`src/rtl/sb_msg_arbiter_pkg.sv`:
```
// Shared types and constants for the sideband message arbiter.
package sb_msg_arbiter_pkg;

   localparam int MSG_NO_W   = 4;
   localparam int MSG_INFO_W = 3;
   localparam int DATA_W     = 16;
   localparam int RDI_CODE_W = 2;
   localparam int RDI_SUB_W  = 4;
   localparam int RDI_INFO_W = 2;

   localparam logic [1:0] GNT_NONE = 2'd0;
   localparam logic [1:0] GNT_PAT  = 2'd1;
   localparam logic [1:0] GNT_LTSM = 2'd2;
   localparam logic [1:0] GNT_RDI  = 2'd3;

   typedef enum logic [1:0] {
      IDLE      = 2'd0,
      ISSUE     = 2'd1,
      WAIT_DONE = 2'd2
   } arb_state_t;

   typedef struct packed {
      logic                  pattern_req;
      logic                  msg_valid;
      logic                  rdi_msg;
      logic                  data_valid;
      logic [MSG_NO_W-1:0]   msg_no;
      logic [MSG_INFO_W-1:0] msg_info;
      logic [DATA_W-1:0]     data;
      logic [RDI_CODE_W-1:0] rdi_code;
      logic [RDI_SUB_W-1:0]  rdi_sub_code;
      logic [RDI_INFO_W-1:0] rdi_info;
   } tx_t;

endpackage

```
`src/rtl/sb_msg_arbiter_rr_sel.sv`:
```
// Two-way round-robin picker: bit 0 is LTSM, bit 1 is RDI; the last winner loses the next tie.
module sb_rr_sel (
   input  logic       clk,
   input  logic       rst_n,
   input  logic [1:0] req,
   input  logic       take,
   output logic [1:0] win
);

   logic rdi_first;

   // Tie break by pointer, single requests pass straight through.
   always_comb begin
      win = 2'b00;
      if (req == 2'b11) begin
         win = rdi_first ? 2'b10 : 2'b01;
      end else begin
         win = req;
      end
   end

   // Pointer moves only when a message request is actually granted.
   always_ff @(posedge clk) begin
      if (!rst_n) begin
         rdi_first <= 1'b0;
      end else if (take && win[0]) begin
         rdi_first <= 1'b1;
      end else if (take && win[1]) begin
         rdi_first <= 1'b0;
      end else begin
         rdi_first <= rdi_first;
      end
   end

endmodule

```
`src/rtl/sb_msg_arbiter.sv`:
```
// Arbitrates pattern, LTSM and RDI requests onto the sideband TX path.
// Define SB_ARB_TIMEOUT_EN to add the per-transfer abort counter.
module sb_msg_arbiter
   import sb_msg_arbiter_pkg::*;
#(
   parameter int TIMEOUT_CYCLES = 800000
) (
   input  logic        i_clk,
   input  logic        i_rst_n,
   input  logic        i_pat_req,
   output logic        o_pat_ack,
   input  logic        i_ltsm_req,
   input  logic [3:0]  i_ltsm_msg_no,
   input  logic [2:0]  i_ltsm_msg_info,
   input  logic [15:0] i_ltsm_data,
   input  logic        i_ltsm_data_valid,
   output logic        o_ltsm_ack,
   input  logic        i_rdi_req,
   input  logic [1:0]  i_rdi_code,
   input  logic [3:0]  i_rdi_sub_code,
   input  logic [1:0]  i_rdi_info,
   output logic        o_rdi_ack,
   input  logic        i_tx_busy,
   output logic        o_tx_pattern_req,
   output logic        o_tx_msg_valid,
   output logic        o_tx_rdi_msg,
   output logic        o_tx_data_valid,
   output logic [3:0]  o_tx_msg_no,
   output logic [2:0]  o_tx_msg_info,
   output logic [15:0] o_tx_data,
   output logic [1:0]  o_tx_rdi_code,
   output logic [3:0]  o_tx_rdi_sub_code,
   output logic [1:0]  o_tx_rdi_info,
   output logic [1:0]  o_grant,
   output logic        o_timeout
);

   if (TIMEOUT_CYCLES < 2) begin : g_bad_cfg
      $error("sb_msg_arbiter: TIMEOUT_CYCLES must be at least 2");
   end

   arb_state_t state;
   tx_t        tx;
   tx_t        sel_tx;
   logic [1:0] sel_gnt;
   logic       pat_eff;
   logic [1:0] msg_req;
   logic [1:0] rr_win;
   logic       rr_take;
   logic       timeout_hit;

   // A requester is ignored during its own ack cycle so a held req is not re-granted.
   always_comb begin
      pat_eff = i_pat_req & ~o_pat_ack;
      msg_req = {i_rdi_req & ~o_rdi_ack, i_ltsm_req & ~o_ltsm_ack};
      rr_take = (state == IDLE) && !pat_eff;
   end

   sb_rr_sel u_rr (
      .clk   (i_clk),
      .rst_n (i_rst_n),
      .req   (msg_req),
      .take  (rr_take),
      .win   (rr_win)
   );

   // Candidate grant and payload; only loaded into the registers from IDLE.
   always_comb begin
      sel_tx  = '0;
      sel_gnt = GNT_NONE;
      if (pat_eff) begin
         sel_tx.pattern_req = 1'b1;
         sel_gnt            = GNT_PAT;
      end else if (rr_win[0]) begin
         sel_tx.msg_valid  = 1'b1;
         sel_tx.data_valid = i_ltsm_data_valid;
         sel_tx.msg_no     = i_ltsm_msg_no;
         sel_tx.msg_info   = i_ltsm_msg_info;
         sel_tx.data       = i_ltsm_data;
         sel_gnt           = GNT_LTSM;
      end else if (rr_win[1]) begin
         sel_tx.msg_valid    = 1'b1;
         sel_tx.rdi_msg      = 1'b1;
         sel_tx.rdi_code     = i_rdi_code;
         sel_tx.rdi_sub_code = i_rdi_sub_code;
         sel_tx.rdi_info     = i_rdi_info;
         sel_gnt             = GNT_RDI;
      end else begin
         sel_tx  = '0;
         sel_gnt = GNT_NONE;
      end
   end

`ifdef SB_ARB_TIMEOUT_EN
   localparam int CNT_W = $clog2(TIMEOUT_CYCLES);
   logic [CNT_W-1:0] tmo_cnt;
   logic             tmo_pulse;

   assign timeout_hit = (state != IDLE) && (tmo_cnt == CNT_W'(TIMEOUT_CYCLES - 1));
   assign o_timeout   = tmo_pulse;

   // Held at zero in IDLE, so it starts from zero on every ISSUE entry.
   always_ff @(posedge i_clk) begin
      if (!i_rst_n) begin
         tmo_cnt   <= '0;
         tmo_pulse <= 1'b0;
      end else begin
         tmo_pulse <= timeout_hit;
         if ((state == IDLE) || timeout_hit) begin
            tmo_cnt <= '0;
         end else begin
            tmo_cnt <= tmo_cnt + 1'b1;
         end
      end
   end
`else
   assign timeout_hit = 1'b0;
   assign o_timeout   = 1'b0;
`endif

   // Transfer FSM: grant, hand off to TX, then ack the owner when TX goes idle.
   always_ff @(posedge i_clk) begin
      if (!i_rst_n) begin
         state      <= IDLE;
         tx         <= '0;
         o_grant    <= GNT_NONE;
         o_pat_ack  <= 1'b0;
         o_ltsm_ack <= 1'b0;
         o_rdi_ack  <= 1'b0;
      end else begin
         o_pat_ack  <= 1'b0;
         o_ltsm_ack <= 1'b0;
         o_rdi_ack  <= 1'b0;
         case (state)
            IDLE: begin
               if (sel_gnt != GNT_NONE) begin
                  tx      <= sel_tx;
                  o_grant <= sel_gnt;
                  state   <= ISSUE;
               end else begin
                  state <= IDLE;
               end
            end
            ISSUE: begin
               if (timeout_hit) begin
                  tx      <= '0;
                  o_grant <= GNT_NONE;
                  state   <= IDLE;
               end else if (i_tx_busy) begin
                  tx.pattern_req <= 1'b0;
                  tx.msg_valid   <= 1'b0;
                  state          <= WAIT_DONE;
               end else begin
                  state <= ISSUE;
               end
            end
            WAIT_DONE: begin
               if (timeout_hit) begin
                  tx      <= '0;
                  o_grant <= GNT_NONE;
                  state   <= IDLE;
               end else if (!i_tx_busy) begin
                  o_pat_ack  <= (o_grant == GNT_PAT);
                  o_ltsm_ack <= (o_grant == GNT_LTSM);
                  o_rdi_ack  <= (o_grant == GNT_RDI);
                  tx         <= '0;
                  o_grant    <= GNT_NONE;
                  state      <= IDLE;
               end else begin
                  state <= WAIT_DONE;
               end
            end
            default: begin
               tx      <= '0;
               o_grant <= GNT_NONE;
               state   <= IDLE;
            end
         endcase
      end
   end

   assign o_tx_pattern_req  = tx.pattern_req;
   assign o_tx_msg_valid    = tx.msg_valid;
   assign o_tx_rdi_msg      = tx.rdi_msg;
   assign o_tx_data_valid   = tx.data_valid;
   assign o_tx_msg_no       = tx.msg_no;
   assign o_tx_msg_info     = tx.msg_info;
   assign o_tx_data         = tx.data;
   assign o_tx_rdi_code     = tx.rdi_code;
   assign o_tx_rdi_sub_code = tx.rdi_sub_code;
   assign o_tx_rdi_info     = tx.rdi_info;

endmodule

```
`config.mk`:
```
export PLATFORM = sky130hd
export DESIGN_NAME = sb_msg_arbiter
export DESIGN_NICKNAME = d
export VERILOG_FILES = /design/src/rtl/sb_msg_arbiter_pkg.sv /design/src/rtl/sb_msg_arbiter_rr_sel.sv /design/src/rtl/sb_msg_arbiter.sv
export SDC_FILE = /design/constraint.sdc
export NUM_CORES = 1
export LEC_CHECK = 0
export CAP_MARGIN = 20
export CELL_PAD_IN_SITES_DETAIL_PLACEMENT = 1
export CELL_PAD_IN_SITES_GLOBAL_PLACEMENT = 1
export CORE_ASPECT_RATIO = 0.7
export CORE_MARGIN = 2
export CORE_UTILIZATION = 31
export DETAILED_ROUTE_END_ITERATION = 10
export PLACE_DENSITY = 0.83
export SYNTH_ARGS = -nofsm -noshare
export SYNTH_HDL_FRONTEND = slang
export SYNTH_HIERARCHICAL = 1
export SYNTH_SLANG_ARGS = --single-unit
```
`constraint.sdc`:
```
create_clock -name i_clk -period 5.6 [get_ports i_clk]
set_clock_uncertainty 0.15 [all_clocks]
set_input_delay 1.68 -clock i_clk [delete_from_list [all_inputs] [get_ports i_clk]]
set_output_delay 1.68 -clock i_clk [all_outputs]
set_load 0.1 [all_outputs]
```
# After elaboration in Yosys (flattened, before gate mapping)
# Index checks and enable logic that the tools add are counted.
# totals
reg_bits,43
latch_bits,0
mem_bits_rw,0
rom_bits,0
input_bits,38
out_inout_bits,41
elab_cells,69
mem_count,0
# op_classes
addsub,0
multipliers,0
div_mod_pow,0
order_cmp,0
n_eq_ne,9
shifts,0
mux,25
bitwise_logic,9
reduce_logical,10
# op_table
op,n
one-hot mux 35 bit (3 select lines),1
two-way mux 35 bit,2
two-way mux 34 bit,1
two-way mux 24 bit,1
two-way mux 2 bit,10
two-way mux 8 bit,2
one-hot mux 2 bit (3 select lines),2
equality test 2 bit (second input constant),4
two-way mux 1 bit,6
inverter 1 bit,6
AND reduction 3 bit,2
equality test 2 x 1 -> 1 bit (second input constant),2
inequality test 2 bit (second input constant),2
nonzero test 2 bit,2
AND 1 bit,3
logical AND 1 bit,3
OR reduction 3 bit,1
logical NOT 2 bit,1
inequality test 2 x 1 -> 1 bit (second input constant),1
logical NOT 1 bit,1

# Longest topological paths before layout
# Gate-level depths: netlist (run 1).
# logic_depth
word_depth,10
mapped_depth,6

# By module
# Netlist (run 1), hierarchy kept.
# by_module_without_submodules
mod,n_inst,cells_each,area_per_inst_um2,seq_area_each_um2
sb_msg_arbiter,1,149,1575.3,840.8
sb_rr_sel,1,7,61.3,20.0

# Least setup slack after synthesis (run 1)
# OpenSTA, ideal clock, no wires.
# synth_path
path_type,input to register
start,input i_rdi_req
end,"register tx, in the netlist o_tx_data[0]"
setup_time_ns,0.117
arrival_time_ns,3.121
t_required_ns,5.333
path_slack_ns,2.212
cell_stages,6
n_path_buf,1
path_cell_list,nor2b_1 a21boi_0 nor2_1 a311o_4 buf_6 a32o_1
# synth_between
word_cells_on_any_way,13
# synth_lines
element,line_no,rtl
from (decl),sb_msg_arbiter.sv:18,"input logic i_rdi_req,"
AND 1 bit *,sb_msg_arbiter.sv:55,"msg_req = {i_rdi_req & ~o_rdi_ack, i_ltsm_req & ~o_ltsm_ack};"
equality test 2 bit *,sb_msg_arbiter_rr_sel.sv:15,if (req == 2'b11) begin
two-way mux 2 bit *,sb_msg_arbiter_rr_sel.sv:15,
net rr_win[0],sb_msg_arbiter.sv:48,logic [1:0] rr_win;
two-way mux 2 bit,sb_msg_arbiter.sv:74,end else if (rr_win[0]) begin
two-way mux 2 bit,sb_msg_arbiter.sv:71,if (pat_eff) begin
nonzero test 2 bit,sb_msg_arbiter.sv:136,if (sel_gnt != GNT_NONE) begin
inequality test 2 x 1 -> 1 bit (no source line),n/a,
AND reduction 3 bit (no source line),n/a,
to (signal assigned),sb_msg_arbiter.sv:137,tx <= sel_tx;
to (decl),sb_msg_arbiter.sv:43,tx_t tx;
# The timed path passes the listed nets; every way through them passes the cells marked *. The select of a mux whose other input is x is not followed.
# A chain may end at the register's enable or synchronous reset.

# Final worst setup path (run 1)
# layout_path
start,input i_ltsm_req
end,"register tx, in the netlist o_tx_msg_no[1]"
# layout_between
word_cells_on_any_way,13
# layout_lines
element,line_no,rtl
from (decl),sb_msg_arbiter.sv:12,"input logic i_ltsm_req,"
AND 1 bit *,sb_msg_arbiter.sv:55,
net msg_req[0],sb_msg_arbiter.sv:47,logic [1:0] msg_req;
equality test 2 bit,sb_msg_arbiter_rr_sel.sv:15,
two-way mux 2 bit *,sb_msg_arbiter_rr_sel.sv:15,
net rr_win[0],sb_msg_arbiter.sv:48,
two-way mux 2 bit,sb_msg_arbiter.sv:74,
two-way mux 2 bit,sb_msg_arbiter.sv:71,
nonzero test 2 bit,sb_msg_arbiter.sv:136,
inequality test 2 x 1 -> 1 bit (no source line),n/a,
AND reduction 3 bit (no source line),n/a,
# Marked as above.

==> run summary, run 1 <==
WP data required = 5.64 ns
Async S/R FF share, synth = 0
Net Switching = 0.248 mW
Hold Vio Cnt, Final = 0
Starting Density = 0.316
Slew Limit Fails = 0
Initial drt markers = 89
Max_slew headroom = 0.332
Worst Hold Depth = 2
Sw frac = 0.348
First-pass DRT Iterations = 4
CTS Hold Bufs = 0
# diodes = 0
Worst reg2reg endpoint = o_tx_msg_no[1]$_SDFFE_PN0P_
Crit path launch type = input pin
Core footprint = 0.00517 mm^2
DRC errors left = 0
RSZ-0062 raised after global routing = false
CTS Buffer Depth = 2
Cells after Synth = 156
Critical Path Sink = o_tx_msg_no[1]$_SDFFE_PN0P_
Area contributors post-synth = dfxtp_1, a32o_1, nand2_1
Post-synth top cells = dfxtp_1, a32o_1, nand2_1
Status = complete, no violations
Port-buffer cells = 77
CTS Sinks = 43
CTS H-tree depth = 2
Internal power = 0.465 mW
Clock-pin slew on the worst setup and hold paths = 0.09 ns
Chip Height = 64.8 um
Worst min path class = reg2reg
Setup crit end kind = flip-flop
TritonCTS clock tree = built
Area after DPL = 0.00244 mm^2
Worst setup startpoint = i_ltsm_req
Final WL = 4800 um
Setup TNS = 0 ns
Nets = 267
Worst VDD drop = 0.0000722 V
Clk pwr share = 0.287
Die width = 90.8 um
Fin area = 0.00253 mm^2
Number of synthesized flops with an enable pin = 0
Total Die Area = 0.00589 mm^2
ANT nets after route = 0
Ports = 79
Post_cts resized = 0
Synth area leader = dfxtp_1
Post-layout min period = 3.78 ns
Via count = 1521
Leakage = 0.896 nW
Sequential share of power = 0.460
R2R depth = 5
Tightest Pin Transition = 0.999 ns
Hold wc startpoint = o_tx_rdi_sub_code[2]$_SDFFE_PN0P_
Max-cap viol count = 0
Worst-path maximum fanout = 24
Worst Path Arrival = 3.83 ns
Row count = 22
Root buf cell = clkbuf_8
FMAX = 0.264 GHz
FF-to-FF Start = o_ltsm_ack$_SDFF_PP0_
Yosys top cell area share = 0.526
FF/Latch Area = 861 um^2
Logic pwr share = 0.253
Mapped cell area = 0.00164 mm^2
Vias in the first global route = 1499
Largest net degree at the start of global routing = 26
Setup violators final = 0
Syn Nets = 194
Primary FF master, synth = dfxtp_1
Grt ovf = 0
Synth Area per Inst = 10.5 um^2
HPWL after DPL = 3430 um
Most numerous cell in the Yosys netlist = dfxtp_1
Wirelength per Cell = 15.9 um
Gr usage total = 0.168
Initial antenna violation count = 0
Share of layout cells above drive strength 1 = 0.0739
Area of the multi-input gates = 686 um^2
Worst-Skew Late Latency = 0.29 ns
First-pass GRT wire length = 7790 um
Placer congestion estimate = 0.802
Fin crit share = 0.676
Sequential element share of the synthesized area = 0.526
Total CTS buffers = 5
Drt via density = 5.04
Reg-to-reg slack, setup = 3.35 ns
FF+latch count, synth = 43
Power per Cell Area = 282 mW/mm^2
Postcts setup bufs = 0
Total of fill cells in the finished design = 589
Area Growth Syn to Fin = 54.6%
Ys Warns = 6
Count of different cell masters after synthesis = 37
Crit path kind = in2reg
## cell families (layout without fill, tap and decap cells)
family / count (synthesis) / after routing / share of synthesized area
xor+xnor: 1 / 1 / 0.00535
other cells: 1 / 1 / 0.00229
compound gates: 47 / 47 / 0.254
buf+inv: 17 / 91 / 0.0581
simple gates: 47 / 47 / 0.154
flops: 43 / 43 / 0.526
## sequential cells by signal, summed over array words and instances (netlist names)
| register | flops |
|---|---|
| o_tx_msg_info | 3 |
| o_tx_rdi_info | 2 |
| o_pat_ack | 1 |
| state | 2 |
| o_tx_data | 16 |
| u_rr/rdi_first | 1 |
| o_grant | 2 |
| o_tx_rdi_code | 2 |
| o_ltsm_ack | 1 |
| o_rdi_ack | 1 |
| o_tx_pattern_req | 1 |
| o_tx_msg_no | 4 |
| o_tx_rdi_msg | 1 |
| o_tx_msg_valid | 1 |
| o_tx_data_valid | 1 |
| o_tx_rdi_sub_code | 4 |
## power by group through the flow
stage | logic [mW] | clock network (mW) | registers [mW]
after floorplan | 0.0554 | 0 | 0.406
after global routing | 0.189 | 0.228 | 0.330
final | 0.181 | 0.204 | 0.328
after detailed placement | 0.181 | 0 | 0.335
after CTS | 0.181 | 0.212 | 0.328
after global placement | 0.179 | 0 | 0.334
## per-stage QoR
stage	util	worst slack (ns)	power (mW)	hold slack, ns	instances
finish	0.489	1.82	0.713	0.323	302
CTS	0.489	1.84	0.721	0.330	302
global placement	0.471	1.61	0.513	0.302	294
global route	0.489	1.69	0.748	0.360	302
detailed placement	0.471	1.52	0.516	0.317	294
floorplan	-	2.21	0.461	0.331	156
## how the worst min path moves through the flow
stage / endpoint
floorplan: u_rr/rdi_first$_SDFFE_PN0P_
global placement: o_tx_rdi_sub_code[1]$_SDFFE_PN0P_
detailed placement: o_tx_rdi_info[1]$_SDFFE_PN0P_
CTS: o_tx_rdi_sub_code[2]$_SDFFE_PN0P_
global route: o_tx_rdi_info[1]$_SDFFE_PN0P_
finish: o_tx_rdi_sub_code[2]$_SDFFE_PN0P_
## worst max-delay path, cell delays in order
cell and delay [ns]:
clkdlybuf4s50_1 0.46, nor2b_1 0.19, a21boi_0 0.35, nor2_1 0.23
a311o_4 0.59, a32o_1 0.32
## area by class of cell
class,instances,area share
multi-input cells,96,0.271
repair buffers,79,0.311
clock inverters,3,0.00940
flip-flops and latches,43,0.340
clock buffers,5,0.0272
well taps,72,0.0356
inverters,4,0.00593
## layer usage
| metal | wire (um) | GRT usage |
|---|---|---|
| met4 | 44 | 0.0511 |
| met2 | 2100 | 0.253 |
| met1 | 2300 | 0.225 |
| met5 | 0 | 0 |
| met3 | 348 | 0.0628 |
## cells in the final DEF (no fill, tap or decap), drive strengths merged
cell	instances
o22ai	8
o21ai	3
nand2b	2
nand2	22
inv	5
and3b	2
or2	1
a21oi	2
clkdlybuf4s50	77
a31o	1
nor3	1
xor2	1
dfxtp	43
a31oi	2
buf	2
or3	1
clkbuf	5
nor2b	5
o2111ai	1
and3	2
a311oi	1
nand3	1
a311o	1
nand3b	1
o2111a	1
and4b	1
nand4	3
conb	1
or4b	1
o32ai	1
clkinvlp	2
nor2	3
and4bb	1
a32o	24
a21boi	2
Note: power is estimated with default switching activity, not from simulation.
==> inputs of run 2 (changes only) <==
- CORE_UTILIZATION: 31 -> 26
- PLACE_DENSITY: 0.83 -> 0.74
- clock period: 5.6 -> 3.25 ns (I/O delays scaled with it)
==> run summary, run 2 (synthesis results as in run 1) <==
ANT nets after route = 0
Crit path launch type = input pin
WP data required = 3.26 ns
Largest register FFs = 16
Top sig layer = met4
Power per Cell Area = 504 mW/mm^2
Largest net degree at the start of global routing = 41
Most frequent cells in the layout = dfxtp_1, buf_4, clkdlybuf4s50_1, a32o_1, nand2_1
Starting Density = 0.266
HPWL after DPL = 3240 um
Port-buffer cells = 77
Sw frac = 0.325
DRC errors left = 0
Root buf cell = clkbuf_8
CTS Sinks = 43
Worst-path maximum fanout = 8
Via count = 1515
Met2 wire len = 1940 um
Final Util = 0.402
Setup violators final = 0
Row count = 24
Initial drt markers = 123
Max-cap viol count = 0
Vias in the first global route = 1473
Pre-CTS setup slack = -0.0398 ns
Ports = 79
Sequential share of power = 0.455
Initial antenna violation count = 0
Slew Limit Fails = 0
Chip Height = 70.4 um
Postcts setup bufs = 0
Nets = 269
Post_cts resized = 0
Gr usage total = 0.129
TritonCTS clock tree = built
Grt ovf = 0
Area of the multi-input gates = 686 um^2
CTS Buffer Depth = 2
RSZ-0062 raised after global routing = false
Wirelength per Cell = 14.5 um
Final WL = 4510 um
Fin crit share = 0.910
Clk pwr share = 0.298
First-pass GRT wire length = 7360 um
FF/Latch Area = 861 um^2
First-pass DRT Iterations = 4
Final worst slack = 0.294 ns
Status = complete, no violations
Net Switching = 0.404 mW
Wl on met1 = 2100 um
Total Die Area = 0.00696 mm^2
Setup TNS = 0 ns
Placer congestion estimate = 0.789
Core footprint = 0.00616 mm^2
Crit path kind = in2reg
Met3 Wirelength = 462 um
Leakage = 0.999 nW
Drt via density = 4.89
Pwr Total = 1.25 mW
CTS H-tree depth = 2
Worst-Skew Late Latency = 0.28 ns
Die width = 98.8 um
Total CTS buffers = 5
Clock-pin slew on the worst setup and hold paths = 0.08 ns
Worst min path class = reg2reg
Total of fill cells in the finished design = 693
Share of layout cells above drive strength 1 = 0.250
# diodes = 0
Hold Vio Cnt, Final = 0
Setup crit end kind = flip-flop
Area Growth Syn to Fin = 51.1%
Post-layout min period = 2.96 ns
Worst Path Arrival = 2.96 ns
CTS Hold Bufs = 0
FMAX = 0.338 GHz
Worst VDD drop = 0.000171 V
Logic pwr share = 0.247
Internal power = 0.841 mW
==> run 2: worst max-delay path, stage by stage <==
cell             delay, ns
clkdlybuf4s50_1       0.45
nor2b_1               0.20
a21boi_0              0.36
nor2_1                0.13
buf_4                 0.18
a311oi_2              0.35
buf_4                 0.22
o22ai_1               0.09
==> run 2: path summary, 6_finish.rpt <==
path | cells after the start | slack, ns | endpoint | start
max | 8 | 0.29 | o_tx_rdi_info[0]$_SDFFE_PN0P_ | i_ltsm_req
max reg2reg | 7 | 1.13 | o_tx_rdi_info[0]$_SDFFE_PN0P_ | o_ltsm_ack$_SDFF_PP0_
min reg2reg | 2 | 0.32 | o_tx_rdi_sub_code[2]$_SDFFE_PN0P_ | o_tx_rdi_sub_code[2]$_SDFFE_PN0P_
min | 2 | 0.32 | o_tx_rdi_sub_code[2]$_SDFFE_PN0P_ | o_tx_rdi_sub_code[2]$_SDFFE_PN0P_
==> run 2: power groups by stage <==
| stage | clock network, mW | logic [mW] | registers, mW |
|---|---|---|---|
| final | 0.371 | 0.308 | 0.567 |
| after global routing | 0.416 | 0.323 | 0.571 |
| after CTS | 0.388 | 0.311 | 0.567 |
| after detailed placement | 0 | 0.310 | 0.579 |
| after global placement | 0 | 0.308 | 0.578 |
| after floorplan | 0 | 0.0955 | 0.699 |
==> run 2: layout make-up <==
class                      instances  share of cell area
clock buffer                       8              0.0405
inverter                           4             0.00607
multi-input combinational         96               0.277
sequential                        43               0.348
tap                               78              0.0395
timing repair buffer              81               0.288
==> run 2: per-stage QoR <==
step	cell area, um^2	hold slack, ns	cells
final	2470	0.322	310
after floorplan	1640	0.331	156
after global routing	2470	0.345	310
after global placement	2370	0.304	302
after CTS	2470	0.327	310
after detailed placement	2370	0.315	302
==> run 2: metal layers <==
metal | GRT usage | up-vias
met3 | 0.0641 | 2
met5 | 0 | -
met1 | 0.181 | 714
met4 | 0.0183 | 0
li1 | - | 741
met2 | 0.182 | 58
